<file path="config.mk">
export PLATFORM = sky130hd
export DESIGN_NAME = mips_perf_counters
export DESIGN_NICKNAME = d
export VERILOG_FILES = /design/src/rtl/mips_perf_pkg.sv /design/src/rtl/mips_perf_counters_perf_counter.sv /design/src/rtl/mips_perf_counters.sv
export SDC_FILE = /design/constraint.sdc
export NUM_CORES = 2
export LEC_CHECK = 0
export CAP_MARGIN = 15
export CORE_ASPECT_RATIO = 0.9
export CORE_MARGIN = 2
export CORE_UTILIZATION = 55
export CTS_CLUSTER_SIZE = 8
export DETAILED_ROUTE_END_ITERATION = 6
export HOLD_SLACK_MARGIN = 0.1
export PLACE_DENSITY = 0.71
export SYNTH_ARGS = -nofsm -noshare
export SYNTH_HDL_FRONTEND = slang
export SYNTH_HIERARCHICAL = 1
export SYNTH_SLANG_ARGS = --single-unit
</file>
<file path="constraint.sdc">
create_clock -name clock -period 4.4 [get_ports clock]
set_input_delay 1.1 -clock clock [delete_from_list [all_inputs] [get_ports clock]]
set_output_delay 1.1 -clock clock [all_outputs]
set_load 0.005 [all_outputs]
</file>
<file path="src/rtl/mips_perf_pkg.sv">
// ============================================================================
// Module  : mips_perf_pkg
// Purpose : Shared types and counter index map for the MIPS-Lite performance
//           counter unit.
//           - instr_class_e : instruction class reported at retire
//           - perf_state_e  : counting-controller state
//           - IDX_*         : counter bank indices (read address map)
// Revision: 1.0 - initial release
// ============================================================================
`default_nettype none

package mips_perf_pkg;

  typedef enum logic [2:0] {
    CLS_ARITH  = 3'd0,
    CLS_LOGIC  = 3'd1,
    CLS_MEM    = 3'd2,
    CLS_BRANCH = 3'd3,
    CLS_HALT   = 3'd4,
    CLS_NOP    = 3'd5
  } instr_class_e;

  typedef enum logic [1:0] {
    ST_IDLE   = 2'd0,
    ST_RUN    = 2'd1,
    ST_HALTED = 2'd2
  } perf_state_e;

  // Counter bank map; generic event channels start at IDX_EXT_BASE.
  localparam int IDX_CYCLES      = 0;
  localparam int IDX_INSTR_TOTAL = 1;
  localparam int IDX_ARITH       = 2;
  localparam int IDX_LOGIC       = 3;
  localparam int IDX_MEM         = 4;
  localparam int IDX_CTRL        = 5;
  localparam int IDX_BR_TAKEN    = 6;
  localparam int IDX_STALL_CYC   = 7;
  localparam int IDX_HAZARDS     = 8;
  localparam int IDX_EXT_BASE    = 9;

endpackage

`default_nettype wire

</file>
<file path="src/rtl/mips_perf_counters_perf_counter.sv">
// ============================================================================
// Module  : perf_counter
// Purpose : One event counter with synchronous clear, saturate-or-wrap
//           behaviour and a sticky overflow flag.
// Ports   : clock, reset_n (async, active-low)
//           clear_i  - zero counter and overflow flag
//           inc_i    - add one this cycle
//           next_o   - value after this cycle's increment, ignoring clear
//                      (used to capture snapshots taken alongside a clear)
//           ovf_o    - sticky overflow flag
// Revision: 1.0 - initial release
// ============================================================================
`default_nettype none

module perf_counter #(
  parameter int CNT_W    = 32,
  parameter bit SATURATE = 1'b1
) (
  input  logic             clock,
  input  logic             reset_n,
  input  logic             clear_i,
  input  logic             inc_i,
  output logic [CNT_W-1:0] next_o,
  output logic             ovf_o
);

  logic [CNT_W-1:0] count_q;
  logic [CNT_W-1:0] count_d;
  logic             ovf_q;
  logic             ovf_hit;

  always_comb begin
    count_d = count_q;
    ovf_hit = 1'b0;
    if (inc_i) begin
      if (&count_q) begin
        ovf_hit = 1'b1;
        count_d = SATURATE ? count_q : '0;
      end else begin
        count_d = count_q + CNT_W'(1);
      end
    end
  end

  always_ff @(posedge clock or negedge reset_n) begin
    if (!reset_n) begin
      count_q <= '0;
      ovf_q   <= 1'b0;
    end else if (clear_i) begin
      count_q <= '0;
      ovf_q   <= 1'b0;
    end else begin
      count_q <= count_d;
      if (ovf_hit) begin
        ovf_q <= 1'b1;
      end
    end
  end

  assign next_o = count_d;
  assign ovf_o  = ovf_q;

endmodule

`default_nettype wire

</file>
<file path="src/rtl/mips_perf_counters.sv">
// ============================================================================
// Module  : mips_perf_counters
// Purpose : Performance-statistics unit for the MIPS-Lite pipelines. Counts
//           cycles, retired instructions by class, taken branches, stalls,
//           hazards and N_EXT generic events; captures them into a shadow
//           bank on request and reads the shadow through a registered port.
// Ports   : clock, reset_n (async, active-low), clear, enable
//           retire_valid/retire_class/branch_taken - retire information
//           stall, hazard_new, ext_evt            - event inputs
//           snap_req / snap_done                  - snapshot handshake
//           rd_addr / rd_data                     - shadow read, 1-cycle latency
//           ovf                                   - sticky live overflow flags
//           done                                  - halt retired, counting stopped
// Revision: 1.0 - initial release
// ============================================================================
`default_nettype none

module mips_perf_counters
  import mips_perf_pkg::*;
#(
  parameter  int CNT_W    = 32,
  parameter  int N_EXT    = 4,
  parameter  bit SATURATE = 1'b1,
  localparam int NUM_CNT  = IDX_EXT_BASE + N_EXT,
  localparam int ADDR_W   = $clog2(NUM_CNT)
) (
  input  logic               clock,
  input  logic               reset_n,
  input  logic               clear,
  input  logic               enable,
  input  logic               retire_valid,
  input  logic [2:0]         retire_class,
  input  logic               branch_taken,
  input  logic               stall,
  input  logic               hazard_new,
  input  logic [N_EXT-1:0]   ext_evt,
  input  logic               snap_req,
  output logic               snap_done,
  input  logic [ADDR_W-1:0]  rd_addr,
  output logic [CNT_W-1:0]   rd_data,
  output logic [NUM_CNT-1:0] ovf,
  output logic               done
);

  perf_state_e      state_q, state_d;
  logic             counting;
  logic [NUM_CNT-1:0] inc;
  logic [CNT_W-1:0] next_val [NUM_CNT];
  logic [CNT_W-1:0] shadow_q [NUM_CNT];
  logic             snap_done_q;
  logic [CNT_W-1:0] rd_data_q;
  logic [CNT_W-1:0] rd_data_d;

  assign counting = (state_q == ST_RUN) && enable;

  // Per-counter increment strobes; all zero outside counting cycles.
  always_comb begin
    inc = '0;
    if (counting) begin
      inc[IDX_CYCLES]      = 1'b1;
      inc[IDX_INSTR_TOTAL] = retire_valid;
      inc[IDX_ARITH]       = retire_valid && (retire_class == CLS_ARITH);
      inc[IDX_LOGIC]       = retire_valid && (retire_class == CLS_LOGIC);
      inc[IDX_MEM]         = retire_valid && (retire_class == CLS_MEM);
      inc[IDX_CTRL]        = retire_valid && ((retire_class == CLS_BRANCH) ||
                                              (retire_class == CLS_HALT));
      inc[IDX_BR_TAKEN]    = retire_valid && (retire_class == CLS_BRANCH) && branch_taken;
      inc[IDX_STALL_CYC]   = stall;
      inc[IDX_HAZARDS]     = hazard_new;
      inc[IDX_EXT_BASE +: N_EXT] = ext_evt;
    end
  end

  always_comb begin
    state_d = state_q;
    unique case (state_q)
      ST_IDLE:   if (enable) state_d = ST_RUN;
      ST_RUN:    if (counting && retire_valid && (retire_class == CLS_HALT)) state_d = ST_HALTED;
      ST_HALTED: state_d = ST_HALTED;
      default:   state_d = ST_IDLE;
    endcase
    if (clear) begin
      state_d = ST_IDLE;
    end
  end

  always_ff @(posedge clock or negedge reset_n) begin
    if (!reset_n) begin
      state_q <= ST_IDLE;
    end else begin
      state_q <= state_d;
    end
  end

  for (genvar gi = 0; gi < NUM_CNT; gi++) begin : g_cnt
    perf_counter #(
      .CNT_W    (CNT_W),
      .SATURATE (SATURATE)
    ) u_cnt (
      .clock   (clock),
      .reset_n (reset_n),
      .clear_i (clear),
      .inc_i   (inc[gi]),
      .next_o  (next_val[gi]),
      .ovf_o   (ovf[gi])
    );
  end

  // Snapshot takes the post-increment, pre-clear values of this cycle.
  always_ff @(posedge clock or negedge reset_n) begin
    if (!reset_n) begin
      for (int i = 0; i < NUM_CNT; i++) begin
        shadow_q[i] <= '0;
      end
      snap_done_q <= 1'b0;
    end else begin
      if (snap_req) begin
        for (int i = 0; i < NUM_CNT; i++) begin
          shadow_q[i] <= next_val[i];
        end
      end
      snap_done_q <= snap_req;
    end
  end

  // Decoded read mux so unmapped addresses return zero.
  always_comb begin
    rd_data_d = '0;
    for (int i = 0; i < NUM_CNT; i++) begin
      if (rd_addr == ADDR_W'(i)) begin
        rd_data_d = shadow_q[i];
      end
    end
  end

  always_ff @(posedge clock or negedge reset_n) begin
    if (!reset_n) begin
      rd_data_q <= '0;
    end else begin
      rd_data_q <= rd_data_d;
    end
  end

  assign snap_done = snap_done_q;
  assign rd_data   = rd_data_q;
  assign done      = (state_q == ST_HALTED);

endmodule

`default_nettype wire

</file>
==> Implementation_results.wiki <==
{| class="wikitable"
! Metric !! Value
|-
| Cell types occupying the most area after synthesis || sky130_fd_sc_hd__dfrtp_1 47%, sky130_fd_sc_hd__mux2_2 12%, sky130_fd_sc_hd__a21oi_1 2.9%, sky130_fd_sc_hd__nor2b_1 2.9%, sky130_fd_sc_hd__nand2_1 2.9%
|-
| Clock Sinks || 880
|-
| Cell type contributing the most total cell area after synthesis || sky130_fd_sc_hd__dfrtp_1
|-
| R2R cell count || 16
|-
| Maximum number of pins on one net before global-route repair || 163
|-
| Area growth, synth to finish || 11.0%
|-
| Fraction of synthesis flops using an asynchronous set or reset pin || 100%
|-
| Accumulated negative setup slack || 0 ns
|-
| Sequential share of power || 47.0%
|-
| Global-route usage over all layers || 30.1%
|-
| IR drop worst, VDD || 0.000315 V
|-
| Final Core Density || 61.8%
|-
| Post-synthesis cell type count || 81
|-
| Max-slew headroom at the worst pin || 25.3%
|-
| Number of global-route vias before repair || 34,219
|-
| Required time of the critical path || 4.98 ns
|-
| Post-Place Cells || 5,534
|-
| DRT antenna net count || 0
|-
| Post CTS Setup Buffer Count || 0
|-
| Final Max Slew Viols || 0
|-
| Worst Clk Skew || 0.0422 ns
|-
| DRC errors left || 0
|-
| Average footprint of a synthesized cell || 10.6 um2
|-
| Vias || 36,309
|-
| Run status || finished, final reports clean
|-
| Launch point of the worst reg-to-reg path || state_q[1]
|-
| H-tree Lvls || 3
|-
| Effective utilization at floorplan || 55.6%
|-
| Instance count of the mapped netlist || 4,448
|-
| Total Wirelength || 132,000 um
|-
| Clk Tree Root Cell || sky130_fd_sc_hd__clkbuf_16
|-
| Final setup violation count || 0
|-
| Ports placed on the boundary || 67
|-
| Max-cap violations || 0
|-
| Post-route fraction of the period consumed by the critical path || 83.4%
|-
| Area fraction of the dominant cell type after synthesis || 46.9%
|-
| Number of CTS-inserted buffers || 119
|-
| Total power divided by cell area || 336 nW/um2
|-
| CTS tree || built
|-
| Hold violation count in the final report || 0
|-
| Destination of the worst register-to-register timing path || shadow_q[287]
|-
| Min-delay worst type || in2async
|-
| Arrival @ worst endpoint || 4.25 ns
|-
| Most used flip-flop cell after synthesis || sky130_fd_sc_hd__dfrtp_1
|-
| Kind of start point of the critical path || input pin
|-
| Setup slack on the worst flop-to-flop path || 0.93 ns
|-
| RSZ-0062 raised after global routing || false
|-
| Net switching component of the power || 4200 uW
|-
| Number of buffers inserted by hold repair at cts || 0
|-
| Filler instances || 6,956
|-
| Die span in x || 312 um
|-
| Wire length of the first global-routing pass || 205,000 um
|-
| Internal || 13,300 uW
|-
| Number of flops mapped to enable cells by yosys || 0
|-
| Switching Fraction || 24.0%
|-
| Critical setup path kind || in2reg
|-
| Number of antenna violations at the first check in global routing || 9
|-
| NumNets Final || 4,561
|-
| Area of the core region || 84,400 um2
|-
| DR WL/cell || 23.3 um
|-
| Post-cts repair resize count || 0
|-
| Worst Tran Pin Value || 1.11 ns
|-
| Highest fanout seen on the critical path || 6
|-
| Initial DRC Count || 3,458
|-
| Max frequency || 273 MHz
|-
| HPWL after detailed placement || 95,100 um
|-
| Period minus WS final || 3.67 ns
|-
| Remaining Overflow, GRT || 0
|-
| Syn Nets || 4,485
|-
| Start point of the critical path || enable
|-
| Summed instance area of the synthesized netlist || 47,000 um2
|-
| Part of the power in the clock network || 46.2%
|-
| Share of power burned in combinational logic || 6.8%
|-
| Register area share after synthesis || 46.9%
|-
| Input/output buffers || 66
|-
| Fraction of layout cells with a size suffix above 1 || 21.1%
|-
| Post-Layout Cell Count || 5,664
|-
| Count of yosys warnings during synthesis || 6
|-
| Via density per instance || 6.41
|-
| Clk_lat worst skew || 0.70 ns
|-
| Register clock-pin slew on the reported worst setup and hold paths || 0.05 ns
|-
| Die Y || 281 um
|-
| Routability congestion estimate || 0.955
|-
| Number of synthesized register bits || 880
|-
| Drt first pass iters || 6
|-
| Core Rows || 101
|-
| Worst Setup EP || shadow_q[287]
|-
| Buffer depth of the longest clock path || 3
|-
| Cell leakage power || 0.0242 uW
|-
| Critical Path Sink Type || register
|-
| Full die area || 87,800 um2
|}
==> worst min path at each step <==
stage | startpoint | end | slack (ns)
2_1_floorplan | shadow_q[23] | rd_data[23] | 0.47
3_3_place_gp | shadow_q[262] | shadow_q[262] | 0.48
3_5_place_dp | shadow_q[239] | shadow_q[239] | 0.49
4_1_cts | reset_n | g_cnt[4].u_cnt/count_q[6] | 0.31
5_1_grt | reset_n | g_cnt[4].u_cnt/count_q[6] | 0.35
6_report | reset_n | g_cnt[4].u_cnt/count_q[6] | 0.34
==> sequential cells by signal, indices dropped and copies added, names as in the netlist <==
signal	cells
g_cnt.u_cnt/ovf_o	13
g_cnt.u_cnt/count_q	416
shadow_q	416
rd_data	32
snap_done	1
state_q	2
==> cell families after synthesis <==
| family | share of synthesized area, % |
|---|---|
| simple gates | 20.9 |
| buf+inv | 2.75 |
| fa+ha+maj | 0.453 |
| xor+xnor | 3.71 |
| compound gates | 11.2 |
| mux | 14.2 |
| flops | 46.9 |
==> cells in the mapped netlist (21+ instances only) <==
| library cell | n |
|---|---|
| sky130_fd_sc_hd__buf_4 | 27 |
| sky130_fd_sc_hd__nand3_1 | 155 |
| sky130_fd_sc_hd__and3_1 | 103 |
| sky130_fd_sc_hd__mux2_4 | 27 |
| sky130_fd_sc_hd__nor3_1 | 54 |
| sky130_fd_sc_hd__buf_2 | 56 |
| sky130_fd_sc_hd__and4_1 | 70 |
| sky130_fd_sc_hd__nor2_1 | 221 |
| sky130_fd_sc_hd__clkbuf_1 | 135 |
| sky130_fd_sc_hd__o211ai_1 | 40 |
| sky130_fd_sc_hd__nand4_1 | 117 |
| sky130_fd_sc_hd__a31oi_1 | 21 |
| sky130_fd_sc_hd__a21oi_1 | 273 |
| sky130_fd_sc_hd__xor2_1 | 86 |
| sky130_fd_sc_hd__or4_1 | 41 |
| sky130_fd_sc_hd__nand2_1 | 359 |
| sky130_fd_sc_hd__dfrtp_1 | 880 |
| sky130_fd_sc_hd__mux2_2 | 501 |
| sky130_fd_sc_hd__o22ai_1 | 35 |
| sky130_fd_sc_hd__nand4_2 | 22 |
| sky130_fd_sc_hd__nor2b_1 | 218 |
| sky130_fd_sc_hd__nor4_1 | 41 |
| sky130_fd_sc_hd__xnor2_1 | 113 |
| sky130_fd_sc_hd__inv_1 | 36 |
| sky130_fd_sc_hd__or3_1 | 158 |
| sky130_fd_sc_hd__nor2_2 | 27 |
| sky130_fd_sc_hd__o21ai_0 | 218 |
| sky130_fd_sc_hd__a211oi_1 | 36 |
| sky130_fd_sc_hd__and2_1 | 46 |
==> layout make-up <==
type	count	area, um2	share of cell area [%]
flip-flops and latches	880	22000	42.2
inverters	37	139	0.266
multi-input cells	3296	23700	45.4
repair buffers	190	1820	3.49
clock inverters	6	81.3	0.156
well taps	1133	1420	2.72
diodes	2	5.00	0.00960
clock buffers	120	3000	5.76
==> layout by cell type, fill, tap and decap left out, drive strengths merged, types with 50 or more instances in the layout <==
cell type	netlist	final
nor2	248	248
xor2	86	86
and3	103	103
or3	158	158
xnor2	113	113
buf	100	130
clkbuf	135	121
clkdlybuf4s50	0	59
nor2b	218	218
dfrtp	880	880
a21oi	273	273
o21ai	218	218
nor4	50	50
mux2	528	528
nand4	139	139
nand2	360	360
nand3	183	183
nor3	54	54
and4	79	79
==> routing by layer <==
metal / GRT usage, % / share of wire, % / wire (um) / up-vias
li1: - / - / - / 16487
met2: 43.3 / 43 / 56400 / 1227
met4: 10.5 / 3.6 / 4740 / 6
met3: 6.01 / 8.2 / 10900 / 224
met1: 45.1 / 46 / 60200 / 18365
met5: 0 / 0.029 / 38 / -
==> worst max-delay path, stage by stage <==
cell                              delay [ns]
sky130_fd_sc_hd__clkdlybuf4s50_1        0.46
sky130_fd_sc_hd__buf_4                  0.22
sky130_fd_sc_hd__and2_1                 0.26
sky130_fd_sc_hd__nand2_1                0.15
sky130_fd_sc_hd__nor2_1                 0.12
sky130_fd_sc_hd__nand2_1                0.13
sky130_fd_sc_hd__nor2_1                 0.24
sky130_fd_sc_hd__buf_4                  0.21
sky130_fd_sc_hd__nand3_2                0.12
sky130_fd_sc_hd__nor4_4                 0.31
sky130_fd_sc_hd__buf_4                  0.21
sky130_fd_sc_hd__o211ai_4               0.11
sky130_fd_sc_hd__o21ai_0                0.25
sky130_fd_sc_hd__nand2_1                0.09
sky130_fd_sc_hd__mux2_2                 0.27
==> power by group through the flow <==
stage               registers (uW)  logic (uW)  clock network, uW
floorplan                     8360         622                  0
global placement              8360        1180                  0
detailed placement            8370        1190                  0
CTS                           8230        1190               8220
global route                  8240        1290               8540
finish                        8240        1200               8090
==> per-stage QoR <==
| stage | instance area (um2) | power, uW | hold slack, ns | setup WS, ns |
|---|---|---|---|---|
| after floorplan | 47000 | 8980 | 0.469 | 0.794 |
| after global placement | 49000 | 9540 | 0.483 | 0.180 |
| after detailed placement | 49100 | 9560 | 0.491 | 0.0994 |
| after CTS | 52100 | 17700 | 0.312 | 0.812 |
| after global routing | 52100 | 18100 | 0.345 | 0.556 |
| final | 52200 | 17500 | 0.335 | 0.730 |
(Power assumes the default switching activity.)
